--- config.mk ---
export PLATFORM = sky130hd
export DESIGN_NAME = fp_mult_pipe
export DESIGN_NICKNAME = d
export VERILOG_FILES = /design/src/rtl/fp_mult_pkg.sv /design/src/rtl/fp_mult_round.sv /design/src/rtl/fp_mult_pipe.sv
export SDC_FILE = /design/constraint.sdc
export NUM_CORES = 1
export LEC_CHECK = 0
export CAP_MARGIN = 10
export CORE_MARGIN = 10
export CORE_UTILIZATION = 55
export CTS_BUF_LIST = sky130_fd_sc_hd__clkbuf_16
export CTS_CLUSTER_DIAMETER = 200
export DETAILED_ROUTE_END_ITERATION = 8
export PLACE_DENSITY = 0.78
export RECOVER_POWER = 100
export REMOVE_ABC_BUFFERS = 1
export SLEW_MARGIN = 30
export SYNTH_ARGS = -nofsm -noshare
export SYNTH_HDL_FRONTEND = slang
export SYNTH_SLANG_ARGS = --single-unit
--- constraint.sdc ---
create_clock -name clk -period 15.9 [get_ports clk]
set_input_delay 3.18 -clock clk [delete_from_list [all_inputs] [get_ports clk]]
set_output_delay 3.18 -clock clk [all_outputs]
set_load 0.01 [all_outputs]
--- src/rtl/fp_mult_pkg.sv ---
// fp_mult_pkg: shared constants for the pipelined floating-point multiplier.
// Holds the flag bit positions, rounding-mode encodings, the special-value
// classification carried down the pipe and the canonical-NaN builder.
package fp_mult_pkg;

   // Bit positions inside flags = {invalid, divzero, overflow, underflow, inexact}
   localparam int FLAG_INVALID   = 4;
   localparam int FLAG_DIVZERO   = 3;
   localparam int FLAG_OVERFLOW  = 2;
   localparam int FLAG_UNDERFLOW = 1;
   localparam int FLAG_INEXACT   = 0;

   // Rounding-mode encodings
   localparam logic [1:0] RND_RNE = 2'd0;
   localparam logic [1:0] RND_RTZ = 2'd1;
   localparam logic [1:0] RND_RUP = 2'd2;
   localparam logic [1:0] RND_RDN = 2'd3;

   // What the operand pair resolves to before any arithmetic is looked at
   typedef enum logic [1:0] {
      KIND_NORM = 2'd0,
      KIND_ZERO = 2'd1,
      KIND_INF  = 2'd2,
      KIND_NAN  = 2'd3
   } kind_e;

   // Canonical quiet NaN: sign 0, exponent all ones, only the mantissa MSB set.
   // Returned in a 64-bit container; callers truncate to their format width.
   function automatic logic [63:0] canon_nan(input int unsigned exp_w,
                                             input int unsigned man_w);
      logic [63:0] v_exp;
      logic [63:0] v_qbit;
      v_exp  = ((64'd1 << exp_w) - 64'd1) << man_w;
      v_qbit = 64'd1 << (man_w - 32'd1);
      return v_exp | v_qbit;
   endfunction

endpackage

--- src/rtl/fp_mult_round.sv ---
// fp_mult_round: final pipeline stage of fp_mult_pipe. Rounds the normalised
// significand, resolves overflow/underflow and special values, packs the
// result and registers result, flags, tag and the stage valid bit.
// Optional macro FP_MULT_PIPE_RND_MODE_EN only changes what reaches i_rnd;
// this stage always honours all four modes.
module fp_mult_round
   import fp_mult_pkg::*;
#(
   parameter int EXP_W = 5,
   parameter int MAN_W = 10,
   parameter int TAG_W = 4
) (
   input  logic                   clk,
   input  logic                   rst,
   input  logic                   i_adv,
   input  logic                   i_valid,
   input  logic                   i_sign,
   input  kind_e                  i_kind,
   input  logic                   i_invalid,
   input  logic [EXP_W+1:0]       i_exp,
   input  logic [2*MAN_W:0]       i_sig,
   input  logic [TAG_W-1:0]       i_tag,
   input  logic [1:0]             i_rnd,
   output logic                   o_valid,
   output logic [EXP_W+MAN_W:0]   o_result,
   output logic [4:0]             o_flags,
   output logic [TAG_W-1:0]       o_tag
);

   localparam int W  = 1 + EXP_W + MAN_W;
   localparam int EW = EXP_W + 2;
   localparam logic [EW-1:0]  EXP_MAX = EW'((1 << EXP_W) - 1);
   localparam logic [W-1:0]   NAN_VAL = W'(canon_nan(EXP_W, MAN_W));

   // i_sig has the leading one already stripped: kept mantissa, guard, round, sticky
   logic [MAN_W-1:0] w_man;
   logic             w_g;
   logic             w_r;
   logic             w_s;
   logic             w_lost;
   logic             w_inc;
   logic             w_to_inf;
   logic [MAN_W:0]   w_man_inc;
   logic [EW-1:0]    w_exp_r;
   logic             w_uf;
   logic             w_of;
   logic [W-1:0]     w_result;
   logic [4:0]       w_flags;

   logic             r_valid;
   logic [W-1:0]     r_result;
   logic [4:0]       r_flags;
   logic [TAG_W-1:0] r_tag;

   assign w_man  = i_sig[2*MAN_W:MAN_W+1];
   assign w_g    = i_sig[MAN_W];
   assign w_r    = i_sig[MAN_W-1];
   assign w_s    = |i_sig[MAN_W-2:0];
   assign w_lost = w_g | w_r | w_s;

   // Round-up decision and overflow direction for the selected mode
   always_comb begin
      w_inc    = 1'b0;
      w_to_inf = 1'b1;
      case (i_rnd)
         RND_RNE: begin
            w_inc    = w_g & (w_r | w_s | w_man[0]);
            w_to_inf = 1'b1;
         end
         RND_RTZ: begin
            w_inc    = 1'b0;
            w_to_inf = 1'b0;
         end
         RND_RUP: begin
            w_inc    = !i_sign & w_lost;
            w_to_inf = !i_sign;
         end
         RND_RDN: begin
            w_inc    = i_sign & w_lost;
            w_to_inf = i_sign;
         end
         default: begin
            w_inc    = 1'b0;
            w_to_inf = 1'b1;
         end
      endcase
   end

   // A carry out of the mantissa leaves an all-zero stored mantissa and bumps the exponent
   assign w_man_inc = {1'b0, w_man} + {{MAN_W{1'b0}}, w_inc};
   assign w_exp_r   = i_exp + EW'(w_man_inc[MAN_W]);
   assign w_uf      = w_exp_r[EW-1] || (w_exp_r == '0);
   assign w_of      = !w_exp_r[EW-1] && (w_exp_r >= EXP_MAX);

   // Pack the result and flags for every operand class
   always_comb begin
      w_result = '0;
      w_flags  = '0;
      case (i_kind)
         KIND_NAN: begin
            w_result               = NAN_VAL;
            w_flags[FLAG_INVALID]  = i_invalid;
         end
         KIND_INF: begin
            w_result = {i_sign, {EXP_W{1'b1}}, {MAN_W{1'b0}}};
         end
         KIND_ZERO: begin
            w_result = {i_sign, {(W-1){1'b0}}};
         end
         default: begin
            if (w_uf) begin
               w_result                = {i_sign, {(W-1){1'b0}}};
               w_flags[FLAG_UNDERFLOW] = 1'b1;
               w_flags[FLAG_INEXACT]   = 1'b1;
            end else if (w_of) begin
               w_result = w_to_inf ? {i_sign, {EXP_W{1'b1}}, {MAN_W{1'b0}}}
                                   : {i_sign, {{(EXP_W-1){1'b1}}, 1'b0}, {MAN_W{1'b1}}};
               w_flags[FLAG_OVERFLOW] = 1'b1;
               w_flags[FLAG_INEXACT]  = 1'b1;
            end else begin
               w_result              = {i_sign, w_exp_r[EXP_W-1:0], w_man_inc[MAN_W-1:0]};
               w_flags[FLAG_INEXACT] = w_lost;
            end
         end
      endcase
      w_flags[FLAG_DIVZERO] = 1'b0;
   end

   // Output register: advances with the pipe, data only loads for a real operation
   always_ff @(posedge clk or posedge rst) begin
      if (rst) begin
         r_valid  <= 1'b0;
         r_result <= '0;
         r_flags  <= '0;
         r_tag    <= '0;
      end else if (i_adv) begin
         r_valid <= i_valid;
         if (i_valid) begin
            r_result <= w_result;
            r_flags  <= w_flags;
            r_tag    <= i_tag;
         end
      end
   end

   assign o_valid  = r_valid;
   assign o_result = r_result;
   assign o_flags  = r_flags;
   assign o_tag    = r_tag;

endmodule

--- src/rtl/fp_mult_pipe.sv ---
// fp_mult_pipe: 4-stage pipelined floating-point multiplier
// (unpack/exceptions -> mantissa multiply -> normalise -> round/pack).
// Optional macro FP_MULT_PIPE_RND_MODE_EN adds the rnd_mode input; without it
// every operation rounds to nearest, ties to even.
//
// Handshake: an operand pair is accepted on a rising edge where
// in_valid && in_ready; a result is consumed on a rising edge where
// out_valid && out_ready. in_ready equals adv = !out_valid || out_ready, and
// every stage (bubbles included) moves only when adv is high, so a stalled
// output freezes the whole pipe.
module fp_mult_pipe
   import fp_mult_pkg::*;
#(
   parameter int EXP_W = 5,
   parameter int MAN_W = 10,
   parameter int TAG_W = 4
) (
   input  logic                   clk,
   input  logic                   rst,
   input  logic                   in_valid,
   output logic                   in_ready,
   input  logic [EXP_W+MAN_W:0]   a,
   input  logic [EXP_W+MAN_W:0]   b,
   input  logic [TAG_W-1:0]       in_tag,
`ifdef FP_MULT_PIPE_RND_MODE_EN
   input  logic [1:0]             rnd_mode,
`endif
   output logic                   out_valid,
   input  logic                   out_ready,
   output logic [EXP_W+MAN_W:0]   result,
   output logic [4:0]             flags,
   output logic [TAG_W-1:0]       out_tag
);

   localparam int W  = 1 + EXP_W + MAN_W;
   localparam int EW = EXP_W + 2;
   localparam int PW = 2 * MAN_W + 2;
   localparam logic [EW-1:0] BIAS = EW'((1 << (EXP_W-1)) - 1);

   // Control travelling with each operation; exp is a two's-complement biased exponent
   typedef struct packed {
      logic             valid;
      logic             sign;
      kind_e            kind;
      logic             invalid;
      logic [EW-1:0]    exp;
      logic [TAG_W-1:0] tag;
      logic [1:0]       rnd;
   } ctl_t;

   logic             w_adv;
   logic [1:0]       w_rnd;
   logic [EXP_W-1:0] w_a_exp;
   logic [EXP_W-1:0] w_b_exp;
   logic [MAN_W-1:0] w_a_man;
   logic [MAN_W-1:0] w_b_man;
   logic             w_a_nan, w_b_nan, w_a_snan, w_b_snan;
   logic             w_a_inf, w_b_inf, w_a_zero, w_b_zero;
   ctl_t             w_s1_ctl;
   logic [PW-1:0]    w_s2_prod;
   logic             w_carry;
   ctl_t             w_s3_ctl;
   logic [PW-2:0]    w_s3_sig;

   ctl_t             r_s1_ctl;
   logic [MAN_W:0]   r_s1_ma;
   logic [MAN_W:0]   r_s1_mb;
   ctl_t             r_s2_ctl;
   logic [PW-1:0]    r_s2_prod;
   ctl_t             r_s3_ctl;
   logic [PW-2:0]    r_s3_sig;

   assign w_adv    = !out_valid || out_ready;
   assign in_ready = w_adv;

`ifdef FP_MULT_PIPE_RND_MODE_EN
   assign w_rnd = rnd_mode;
`else
   assign w_rnd = RND_RNE;
`endif

   assign w_a_exp  = a[W-2:MAN_W];
   assign w_b_exp  = b[W-2:MAN_W];
   assign w_a_man  = a[MAN_W-1:0];
   assign w_b_man  = b[MAN_W-1:0];
   assign w_a_nan  = (&w_a_exp) && (|w_a_man);
   assign w_b_nan  = (&w_b_exp) && (|w_b_man);
   assign w_a_snan = w_a_nan && !w_a_man[MAN_W-1];
   assign w_b_snan = w_b_nan && !w_b_man[MAN_W-1];
   assign w_a_inf  = (&w_a_exp) && !(|w_a_man);
   assign w_b_inf  = (&w_b_exp) && !(|w_b_man);
   // Exponent zero covers subnormals too: they are flushed to zero on input
   assign w_a_zero = (w_a_exp == '0);
   assign w_b_zero = (w_b_exp == '0);

   // Stage 1 decode: classify the pair and form the unbiased-sum exponent
   always_comb begin
      w_s1_ctl         = '0;
      w_s1_ctl.valid   = in_valid;
      w_s1_ctl.sign    = a[W-1] ^ b[W-1];
      w_s1_ctl.kind    = KIND_NORM;
      w_s1_ctl.invalid = 1'b0;
      w_s1_ctl.exp     = {2'b00, w_a_exp} + {2'b00, w_b_exp} - BIAS;
      w_s1_ctl.tag     = in_tag;
      w_s1_ctl.rnd     = w_rnd;
      if (w_a_nan || w_b_nan) begin
         w_s1_ctl.kind    = KIND_NAN;
         w_s1_ctl.invalid = w_a_snan || w_b_snan;
      end else if ((w_a_inf && w_b_zero) || (w_b_inf && w_a_zero)) begin
         w_s1_ctl.kind    = KIND_NAN;
         w_s1_ctl.invalid = 1'b1;
      end else if (w_a_inf || w_b_inf) begin
         w_s1_ctl.kind = KIND_INF;
      end else if (w_a_zero || w_b_zero) begin
         w_s1_ctl.kind = KIND_ZERO;
      end
   end

   // Stage 1 register: unpacked operands with hidden bits restored
   always_ff @(posedge clk or posedge rst) begin
      if (rst) begin
         r_s1_ctl <= '0;
         r_s1_ma  <= '0;
         r_s1_mb  <= '0;
      end else if (w_adv) begin
         r_s1_ctl <= w_s1_ctl;
         r_s1_ma  <= {1'b1, w_a_man};
         r_s1_mb  <= {1'b1, w_b_man};
      end
   end

   assign w_s2_prod = PW'(r_s1_ma) * PW'(r_s1_mb);

   // Stage 2 register: full-width significand product
   always_ff @(posedge clk or posedge rst) begin
      if (rst) begin
         r_s2_ctl  <= '0;
         r_s2_prod <= '0;
      end else if (w_adv) begin
         r_s2_ctl  <= r_s1_ctl;
         r_s2_prod <= w_s2_prod;
      end
   end

   // Product of two values in [1,2) lies in [1,4): at most one position to fix
   assign w_carry  = r_s2_prod[PW-1];

   // Stage 3 normalise: align the leading one to the top and adjust the exponent
   always_comb begin
      w_s3_ctl     = r_s2_ctl;
      w_s3_ctl.exp = r_s2_ctl.exp + EW'(w_carry);
      w_s3_sig     = w_carry ? r_s2_prod[PW-2:0] : {r_s2_prod[PW-3:0], 1'b0};
   end

   // Stage 3 register: normalised significand without its leading one
   always_ff @(posedge clk or posedge rst) begin
      if (rst) begin
         r_s3_ctl <= '0;
         r_s3_sig <= '0;
      end else if (w_adv) begin
         r_s3_ctl <= w_s3_ctl;
         r_s3_sig <= w_s3_sig;
      end
   end

   fp_mult_round #(
      .EXP_W (EXP_W),
      .MAN_W (MAN_W),
      .TAG_W (TAG_W)
   ) u_round (
      .clk       (clk),
      .rst       (rst),
      .i_adv     (w_adv),
      .i_valid   (r_s3_ctl.valid),
      .i_sign    (r_s3_ctl.sign),
      .i_kind    (r_s3_ctl.kind),
      .i_invalid (r_s3_ctl.invalid),
      .i_exp     (r_s3_ctl.exp),
      .i_sig     (r_s3_sig),
      .i_tag     (r_s3_ctl.tag),
      .i_rnd     (r_s3_ctl.rnd),
      .o_valid   (out_valid),
      .o_result  (result),
      .o_flags   (flags),
      .o_tag     (out_tag)
   );

endmodule

# Word-level counts from Yosys, hierarchy flattened
# Index checks and enable logic that the tools add are counted.
[totals]
ff_bits = 138
elab_cells = 90
inputBits = 40
output_inout_bits = 27
[op_classes]
mux = 16
n_lt_le_gt_ge = 1
mul = 1
n_reduce_logical = 32
bitwise_logic = 6
eq_ne = 3
add_sub_neg = 5
[op_table]
columns = ["operator", "n"]
rows = [
  ["16-bit case mux with 3 select lines", 1],
  ["15-bit two-way mux", 2],
  ["11-bit by 11-bit multiplier with 22-bit output", 1],
  ["21-bit two-way mux", 1],
  ["10-bit OR reduction", 2],
  ["7-bit by 1-bit adder with 7-bit output", 2],
  ["10-bit by 1-bit adder with 11-bit output", 1],
  ["5-bit zero test", 2],
  ["5-bit AND reduction", 2],
  ["1-bit logical AND", 9],
  ["9-bit OR reduction", 1],
  ["1-bit two-way mux", 8],
  ["7-bit by 5-bit >= comparator with 1-bit output (second input constant)", 1],
  ["7-bit zero test", 1],
  ["1-bit logical OR", 7],
  ["6-bit by 4-bit subtractor with 7-bit output (second input constant)", 1],
  ["5-bit by 5-bit adder with 6-bit output", 1],
  ["1-bit zero test", 6],
  ["3-bit two-way mux", 2],
  ["2-bit equality test (second input constant)", 2],
  ["2-bit two-way mux", 2],
  ["1-bit bitwise OR", 4],
  ["3-bit OR reduction", 1],
  ["2-bit by 1-bit equality test with 1-bit output (second input constant)", 1],
  ["other kinds (3)", 3],
]

# Depth between registers and ports, before layout
# Gate-level depths: netlist of the first run.
[depth]
word_depth = 11
ltp_mapped = 20
depth_no_buf = 18

# Cells and area by module
# Synthesis of the first run repeated with hierarchy kept, for this count alone.
[hier_totals]
hier_cells = 1170
area_unflattened_um2 = 10498.8
[modules_own_cells]
columns = ["module", "seq_area_each_um2", "n_inst", "cells_per_inst", "area_each_um2"]
rows = [
  ["fp_mult_pipe", 2802.7, 1, 1001, 8889.8],
  ["fp_mult_round", 625.6, 1, 169, 1609.0],
]

# Worst setup path after synthesis of the first run
# No wires, ideal clock.
[synth_timing]
kind = "input to output"
startpoint = "input port out_ready"
endpoint = "output port in_ready"
path_buffers = 3
setup_slack_ps = 8710
required_time_ps = 12720
path_stages = 5
arrival_ps = 4010
path_cell_list = "nor2b_1 -> buf_2 -> inv_2 -> clkbuf_1 -> clkbuf_1"
[synth_between]
elab_chain_cells = 1
[synth_rtl]
columns = ["item", "line", "rtl"]
rows = [
  ["start: declaration", "fp_mult_pipe.sv:29", "input logic out_ready,"],
  ["1-bit logical OR", "fp_mult_pipe.sv:73", "assign w_adv = !out_valid || out_ready;"],
  ["end: declaration", "fp_mult_pipe.sv:21", "output logic in_ready,"],
]
# No other way between the ends.

# Final worst setup path of the first run
# Same ends and word-level chain as after synthesis.

==> run metrics, run 1 <==
violation count after the first detailed-route iteration=531; DR pass1 iterations=5; Post-CTS Setup Inserts=0; Final Cycle Share=64.5%; sequential fraction of the synthesis area=33.3%; FFs w/ async S/R, synth=100%; CP Launch Point=out_ready; CP Capture Type=output port; slew margin rel.=-156%; combined area of the multi-input logic cells=6150 sq um; Hold Crit Depth=2; gpl congestion=0.899; layout cell share with drive strength beyond 1=4.35%; # H-tree levels=4; post-synth top area share=33.3%; startpoint types=primary input; Netlist cell types=67; global-route wire length before repair=38000 um; count leader, synth=nand2_1; dominant cells by area after synthesis=dfrtp_1 (33%), fa_1 (16%), nand2_1 (11%), ha_1 (9.0%), inv_1 (4.7%); CTS tree=yes; Worst-Skew Late Latency=0.42 ns; n_diodes=0; port buffer count=65; clock-pin transition on the worst setup and hold timing paths=0.06 ns; Util after Layout=62.5%; minimum clock period=10.25 ns; Syn Area/Cell=8.93 sq um; Top Ports=67; EDFF count, synth=0; Worst-Margin Slew=3.84 ns; Die Y=157 um; setup_tns=0 ns; Fmax=97.5 MHz; setup violators final=0; flops & latches, synth=137; sequential cell area=3430 sq um; vias in the first global route=8047; Total GRT Usage=18.9%; worst endpoint required time=12.72 ns; routed len/inst=15.5 um; gate count after technology mapping=1155; failing checks=max-capacitance violations, max-slew violations; vias per inst=5.45; outcome=finished with violations; Hold Buf Count CTS=0; total CTS buffers=17; synth cell count leaders=nand2_1 (308), dfrtp_1 (137), inv_1 (130); Syn Std Cell Area=10300 sq um; HP Class=reg -> reg; clock buffer depth=2; Core Area=18600 sq um; pin count of the biggest net entering global routing=93; Critical R2R Launch=u_round.o_valid; # fillers=1507; clk root buf=clkbuf_16; Die Wd=157 um; critical path, cell by cell=dlygate4sd3_1 > nor2b_4 > clkbuf_1 > inv_1 > dlygate4sd3_1; nets=1378; Sink Count=137; vias=7798; Final HPWL DP=16100 um; DRT Wirelength=22100 um; Die Area=24600 sq um; Pins Over Slew Limit=372; CTS-repair resized insts=0; critical path type=in -> out; final instance area=11600 sq um; Area Growth Syn to Fin=12.7%; CP peak stage delay=2.04 ns; Fin Clk Skew=0.00912 ns; # rows=50; Critical Path Most Common Cell=dlygate4sd3_1; initial antenna violation count=0; MaxCap Viol Count=5; Min-Delay Startpoint=r_s3_ctl[3]; ys flop type=dfrtp_1; RSZ-0062 raised after global routing=no; DRC=0; Initial Utilization=55.5%; Reg2Reg Depth=8; crit-path max FO=70; antenna viol nets, final=0; cell taking the most area after synthesis=dfrtp_1; Overflow after GRT=0; slowest CP cell=clkbuf_1; Final Hold Viols=0; Synth warnings=0; critical path arrival=7.07 ns; placed instance area=11100 sq um
## through the flow
stage	setup slack, ns	instances	hold WS (ns)
CTS	7.75	1430	0.470
global placement	7.78	1398	0.447
detailed placement	7.76	1398	0.455
global route	5.16	1430	0.485
floorplan	3.41	1095	0.435
finish	5.65	1430	0.465
## per-layer routing
metal | wire length, um | share of wire, % | track usage (%) | vias up
li1 | - | - | - | 3742
met1 | 9530 | 43 | 23.4 | 3789
met2 | 10700 | 49 | 31.8 | 214
met3 | 1270 | 5.7 | 3.90 | 53
met4 | 597 | 2.7 | 7.42 | 0
met5 | 0 | 0 | 0 | -
## sequential cells by signal, summed over array words and instances (netlist names), 4 cells and up
name	cells
r_s3_sig	21
r_s2_prod	22
r_s1_ma	11
r_s2_ctl	16
r_s1_mb	10
u_round.o_result	16
r_s3_ctl	16
u_round.o_flags	4
u_round.o_tag	4
r_s1_ctl	16
## worst max-delay path: cells and delay by family
| family | cells | cell delay, ns |
|---|---|---|
| buffers and inverters | 4 | 3.75 |
| AND/OR/NAND/NOR | 1 | 0.10 |
## final timing paths
kind / to / slack [ns]
max: in_ready / 5.65
min: r_s3_ctl[3] / 0.47
max reg2reg: r_s2_prod[19] / 9.91
min reg2reg: r_s3_ctl[3] / 0.47
max in group asynchronous: r_s3_sig[3] / 7.70
min in group asynchronous: r_s1_ctl[3] / 4.17
## kinds of logic (layout without fill, tap and decap cells)
group / count (synthesis) / after routing / synth area share [%]
simple gates: 471 / 471 / 20.5
fa+ha+maj: 155 / 155 / 24.7
flops: 137 / 137 / 33.3
mux: 27 / 27 / 2.67
compound gates: 141 / 141 / 8.82
xor+xnor: 32 / 32 / 2.86
other cells: 1 / 1 / 0.0364
buf+inv: 191 / 232 / 7.12
## final cells by class
cell class | instances | area share, %
multi-input combinational | 827 | 53.0
tap | 234 | 2.52
timing repair buffer | 69 | 5.73
inverter | 131 | 4.24
clock inverter | 15 | 1.37
sequential | 137 | 29.5
clock buffer | 17 | 3.66
## layout by cell type, fill, tap and decap left out, drive strengths merged, types with 6 or more instances in the layout
| cell type | n |
|---|---|
| nand2 | 308 |
| nor2 | 30 |
| nor3 | 7 |
| a21oi | 25 |
| nand2b | 7 |
| fa | 81 |
| inv | 137 |
| a221o | 6 |
| nor4 | 7 |
| and3 | 8 |
| xnor2 | 15 |
| dfrtp | 137 |
| clkbuf | 21 |
| clkdlybuf4s50 | 37 |
| o21ai | 59 |
| a31o | 6 |
| ha | 74 |
| a21o | 10 |
| and2 | 61 |
| mux2i | 23 |
| dlygate4sd3 | 28 |
| xor2 | 17 |
| nand3 | 21 |
Power of run 1 is not shown: default switching activity piles up to over one toggle a cycle in this logic, so the estimate is an artifact.
==> run 2, diff against run 1 <==
--- a/config.mk
+++ b/config.mk
@@ -11,7 +11,7 @@
 export CTS_BUF_LIST = sky130_fd_sc_hd__clkbuf_16
 export CTS_CLUSTER_DIAMETER = 200
 export DETAILED_ROUTE_END_ITERATION = 8
-export PLACE_DENSITY = 0.78
+export PLACE_DENSITY = 0.81
 export RECOVER_POWER = 100
 export REMOVE_ABC_BUFFERS = 1
 export SLEW_MARGIN = 30
==> constraint.sdc (replaced) <==
create_clock -name clk -period 8.3 [get_ports clk]
set_input_delay 1.66 -clock clk [delete_from_list [all_inputs] [get_ports clk]]
set_output_delay 1.66 -clock clk [all_outputs]
set_load 0.01 [all_outputs]
==> run 2 against run 1 <==
- the flow still finishes with violations (max-capacitance violations, max-slew violations)
- sequential cell count did not move
- global-route usage fell by 0.48 points
- worst setup slack got worse by 4.0 ns
- final area shrank 0.12%
- worst hold slack worse by 0.0019 ns
- clock skew hardly changed
- final cell count is essentially flat
- critical path depth stayed put
- first-iteration DRC count rose by 31%
- die area is the same
- utilization shrank 0.074 points
==> run metrics, run 2 (synthesis results as in run 1) <==
outcome=finished with violations; failing checks=max-capacitance violations, max-slew violations; global routing usage on met1=23.9% (+0.48 points); post-placement cell count=1398 (unchanged); setup_tns=0 ns (unchanged); minimum clock period=6.61 ns; Hold Path End=r_s3_ctl[2]; critical path arrival=4.95 ns (-2.12 ns); Die Wd=157 um (unchanged); HP Class=reg -> reg; Min-Delay Startpoint=r_s3_ctl[2]; max FFs per register=22 (unchanged); reg2reg end=r_s2_prod[16]; R2R Setup Slk=2.69 ns (-7.22 ns); Reg2Reg Depth=15 (+7); Total GRT Usage=18.4% (-0.48 points); commonest non-fill, non-tap cell in the layout=nand2_1; non-filler cells, final=1429 (-0.070%); layout cell share with drive strength beyond 1=4.44% (+0.087 points); Initial Utilization=55.5% (unchanged); CP Capture Type=output port; port buffer count=65 (unchanged); setup violators final=0 (unchanged); Overflow after GRT=0 (unchanged); pin count of the biggest net entering global routing=92 (-1.1%); Top Ports=67 (unchanged); MaxCap Viol Count=3 (-2); most flop-heavy register=r_s2_prod; Final HPWL DP=16100 um (-0.44%); violation count after the first detailed-route iteration=693 (+31%); Hold Buf Count CTS=0 (unchanged); global-route wire length before repair=37200 um (-2.1%); Core Area=18600 sq um (unchanged); Die Y=157 um (unchanged); DRC=0 (unchanged); Worst-Margin Slew=2.32 ns (-1.52 ns); Fmax=151 MHz; Worst-Skew Late Latency=0.43 ns (about the same); Post-CTS Setup Inserts=0 (unchanged); Top Usage Layer GRT=met2; vias per inst=5.34 (-2.2%); # H-tree levels=4 (unchanged); nets=1378 (unchanged); Sink Count=137 (unchanged); # fillers=1503 (-0.27%); GR Layer Usage met2=31.0% (-0.79 points); DRT Wirelength=21700 um (-2.1%); gpl congestion=0.915 (+1.8%); largest registers=r_s2_prod (22), r_s3_sig (21); Pins Over Slew Limit=201 (-46%); worst endpoint required time=6.64 ns (-6.08 ns); most frequent cells in the layout=nand2_1 (308), dfrtp_1 (136), inv_1 (129), fa_1 (81), ha_1 (74); CTS tree=yes; DR pass1 iterations=7 (+2); n_diodes=0 (unchanged); routed len/inst=15.2 um (-2.0%); Hold Crit Depth=2 (unchanged); CTS-repair resized insts=0 (unchanged); met3 usage=3.19% (-0.71 points); Fin Clk Skew=0.00929 ns (+0.000167 ns); RSZ-0062 raised after global routing=no; vias=7624 (-2.2%); Critical R2R Launch=r_s1_ma[10]; critical path type=in -> out; vias in the first global route=7672 (-4.7%); slew margin rel.=-55.7% (+100 points); clock-pin transition on the worst setup and hold timing paths=0.06 ns (about the same); # rows=50 (unchanged); clk root buf=clkbuf_16; Area Growth Syn to Fin=12.5%; Final Hold Viols=0 (unchanged); total CTS buffers=17 (unchanged); antenna viol nets, final=0 (unchanged); Final Cycle Share=79.7%; clock buffer depth=2 (unchanged); Die Area=24600 sq um (unchanged); startpoint types=primary input; crit-path max FO=53 (-24%); initial antenna violation count=0 (unchanged)
-- run 2: how the worst max path moves through the flow --
stage                     start              endpoint  cells past startpoint
finish                out_ready              in_ready                      5
floorplan             out_ready  u_round.o_result[10]                      6
global placement    r_s1_ma[10]         r_s2_prod[18]                     17
detailed placement  r_s1_ma[10]         r_s2_prod[17]                     16
global route          out_ready              in_ready                      5
CTS                 r_s1_ma[10]         r_s2_prod[17]                     16
-- run 2: critical path, stage by stage --
cell and delay [ns]:
dlygate4sd3_1 0.58, nor2b_4 0.11, clkbuf_1 1.58, inv_2 0.28, dlygate4sd3_1 0.74
-- run 2: layout make-up --
type / instances / area [sq um] / share of cell area [%]
Multi-Input combinational cell: 827 / 6150 / 53.0
Clock inverter: 14 / 138 / 1.19
Sequential cell: 137 / 3430 / 29.6
Timing Repair Buffer: 69 / 678 / 5.84
Tap cell: 234 / 293 / 2.52
Inverter: 131 / 493 / 4.25
Clock buffer: 17 / 425 / 3.67
-- run 2: through the flow --
| step | hold slack (ns) | instance area (sq um) | setup slack, ns | utilization [%] |
|---|---|---|---|---|
| global placement | 0.446 | 11100 | 3.01 | 59.5 |
| finish | 0.464 | 11600 | 1.69 | 62.5 |
| CTS | 0.467 | 11600 | 2.83 | 62.5 |
| detailed placement | 0.452 | 11100 | 2.89 | 59.5 |
| global route | 0.488 | 11600 | 1.35 | 62.5 |
| floorplan | 0.435 | 10100 | -1.39 | - |
-- run 2: routing by layer --
metal  routed length, um  vias up
met4                 397        0
met2               10500      194
met3                 987       47
met1                9760     3639
met5                   0        -
li1                    -     3744
Power of run 2 is left out for the same reason.
==> run 3, diff against run 2 <==
--- a/config.mk
+++ b/config.mk
@@ -11,7 +11,7 @@
 export CTS_BUF_LIST = sky130_fd_sc_hd__clkbuf_16
 export CTS_CLUSTER_DIAMETER = 200
 export DETAILED_ROUTE_END_ITERATION = 8
-export PLACE_DENSITY = 0.81
+export PLACE_DENSITY = 0.78
 export RECOVER_POWER = 100
 export REMOVE_ABC_BUFFERS = 1
 export SLEW_MARGIN = 30
==> constraint.sdc (replaced) <==
create_clock -name clk -period 6.9 [get_ports clk]
set_input_delay 1.38 -clock clk [delete_from_list [all_inputs] [get_ports clk]]
set_output_delay 1.38 -clock clk [all_outputs]
set_load 0.01 [all_outputs]
==> run 3 against run 2 <==
- the run still ends with max-capacitance violations, max-slew violations left
- final cell count barely moved
- non-clock buffer count did not move
- utilization rose by 0.23 points
- worst hold slack improved by 0.0034 ns
- critical path type is now reg -> reg
- highest routed layer unchanged
==> run metrics, run 3 (synthesis results as in run 1) <==
Fmax=176 MHz; crit path buf inv count=3 (-1); Sink Count=137 (unchanged); Final HPWL DP=16300 um (+1.4%); Core Area=18600 sq um (unchanged); Area Growth Syn to Fin=13.0%; slowest CP cell=dfrtp_1; worst slack, placed=1.51 ns (-1.38 ns); nets=1378 (unchanged); outcome=finished with violations; Worst-Skew Late Latency=0.44 ns (about the same); HP Class=reg -> reg; combined area of the multi-input logic cells=6150 sq um (unchanged); critical path type=reg -> reg; Die Y=157 um (unchanged); vias=7744 (+1.6%); global-route wire length before repair=37700 um (+1.5%); antenna viol nets, final=0 (unchanged); DRT Wirelength=22300 um (+3.0%); clock buffer depth=2 (unchanged); violation count after the first detailed-route iteration=515 (-26%); Total GRT Usage=18.9% (+0.47 points); Overflow after GRT=0 (unchanged); critical path, cell by cell=nand2_1 > fa_1 > fa_1 > inv_1 > fa_1 > fa_1 > inv_1 > fa_1 > inv_1 > ha_1 > nand3_1 > a211oi_1 > o211ai_1 > a21boi_0 > o31ai_1; Final Cycle Share=82.2%; setup_tns=0 ns (unchanged); Fin Clk Skew=0.0130 ns (+0.00367 ns); Initial Utilization=55.5% (unchanged); kind of cell adding the most delay to the critical path=adder cells; most frequent cells in the layout=nand2_1 (308), dfrtp_1 (136), inv_1 (130), fa_1 (81), ha_1 (74); # rows=50 (unchanged); Final WS setup=1.23 ns (-0.458 ns); Worst-Margin Slew=3.37 ns (+1.05 ns); Die Wd=157 um (unchanged); # fillers=1536 (+2.2%); DRC=0 (unchanged); final instance area=11600 sq um (+0.37%); placed instance area=11100 sq um (about the same); vias per inst=5.42 (+1.5%); failing checks=max-capacitance violations, max-slew violations; slew margin rel.=-126% (-70 points); DR pass1 iterations=6 (-1); vias in the first global route=7798 (+1.6%); commonest non-fill, non-tap cell in the layout=nand2_1; RSZ-0062 raised after global routing=no; Final Hold Viols=0 (unchanged); max FFs per register=22 (unchanged); # H-tree levels=4 (unchanged); clk root buf=clkbuf_16; most flop-heavy register=r_s2_prod; crit-path max FO=22 (-58%); total CTS buffers=17 (unchanged); port buffer count=65 (unchanged); setup violators final=0 (unchanged); n_diodes=0 (unchanged); MaxCap Viol Count=3 (unchanged); gpl congestion=0.905 (-1.1%); CTS-repair resized insts=0 (unchanged); Die Area=24600 sq um (unchanged); clock-pin transition on the worst setup and hold timing paths=0.06 ns (about the same); CP peak stage delay=0.77 ns (-0.81 ns); initial antenna violation count=0 (unchanged); CP Capture Type=flop; Critical Path Most Common Cell=fa_1; critical path arrival=5.84 ns (+0.89 ns); layout cell share with drive strength beyond 1=4.52% (+0.080 points); sequential cell area=3430 sq um (unchanged); Pins Over Slew Limit=223 (+11%); Hold Buf Count CTS=0 (unchanged); CTS tree=yes; startpoint types=flop; minimum clock period=5.67 ns; largest registers=r_s2_prod (22), r_s3_sig (21); routed len/inst=15.6 um (+2.9%); pin count of the biggest net entering global routing=83 (-9.8%); Post-CTS Setup Inserts=0 (unchanged); worst endpoint required time=7.07 ns (+0.43 ns); Top Ports=67 (unchanged)
run 3: cell count changes in the layout (fill, tap and decap cells not counted), sizes merged:
cell,change
clkdlybuf4s50,-2
clkinv,-2
dlygate4sd3,+2
bufinv,+1
clkinvlp,+1
inv,+1
run 3: worst min-delay path, stage by stage (launching register included):
cell	delay, ns
dfrtp_1	0.34
nand2_1	0.05
nand2_1	0.04
run 3: cell type report:
type                            count  share of cell area (%)
Multi-Input combinational cell    827                    52.8
Sequential cell                   137                    29.4
Timing Repair Buffer               69                    5.79
Inverter                          131                    4.23
Clock buffer                       17                    3.65
Tap cell                          234                    2.51
Clock inverter                     15                    1.58
run 3: stage by stage:
| step | utilization, % | std cells | hold WS, ns |
|---|---|---|---|
| final | 62.7 | 1430 | 0.467 |
| after global routing | 62.7 | 1430 | 0.492 |
| after CTS | 62.8 | 1430 | 0.468 |
| after detailed placement | 59.5 | 1398 | 0.453 |
| after global placement | 59.5 | 1398 | 0.447 |
| after floorplan | - | 1095 | 0.435 |
run 3: layer usage:
layer  vias up  share of wire [%]  GRT usage (%)
met2       205                 48           31.1
li1       3754                  -              -
met1      3749                 45           24.3
met5         -                  0              0
met4         0                2.3           6.56
met3        36                4.8           3.90
run 3: final timing paths:
kind / startpoint / to / slack, ns / depth (start not counted)
worst max register to register: r_s1_ma[10] / r_s2_prod[14] / 1.23 / 15
worst min register to register: r_s2_ctl[15] / r_s2_ctl[15] / 0.47 / 2
worst min-delay path: r_s2_ctl[15] / r_s2_ctl[15] / 0.47 / 2
min in group asynchronous: rst / r_s2_ctl[3] / 2.38 / 2
max in group asynchronous: rst / r_s2_prod[21] / 1.83 / 3
worst max-delay path: r_s1_ma[10] / r_s2_prod[14] / 1.23 / 15
Power of run 3 is left out for the same reason.
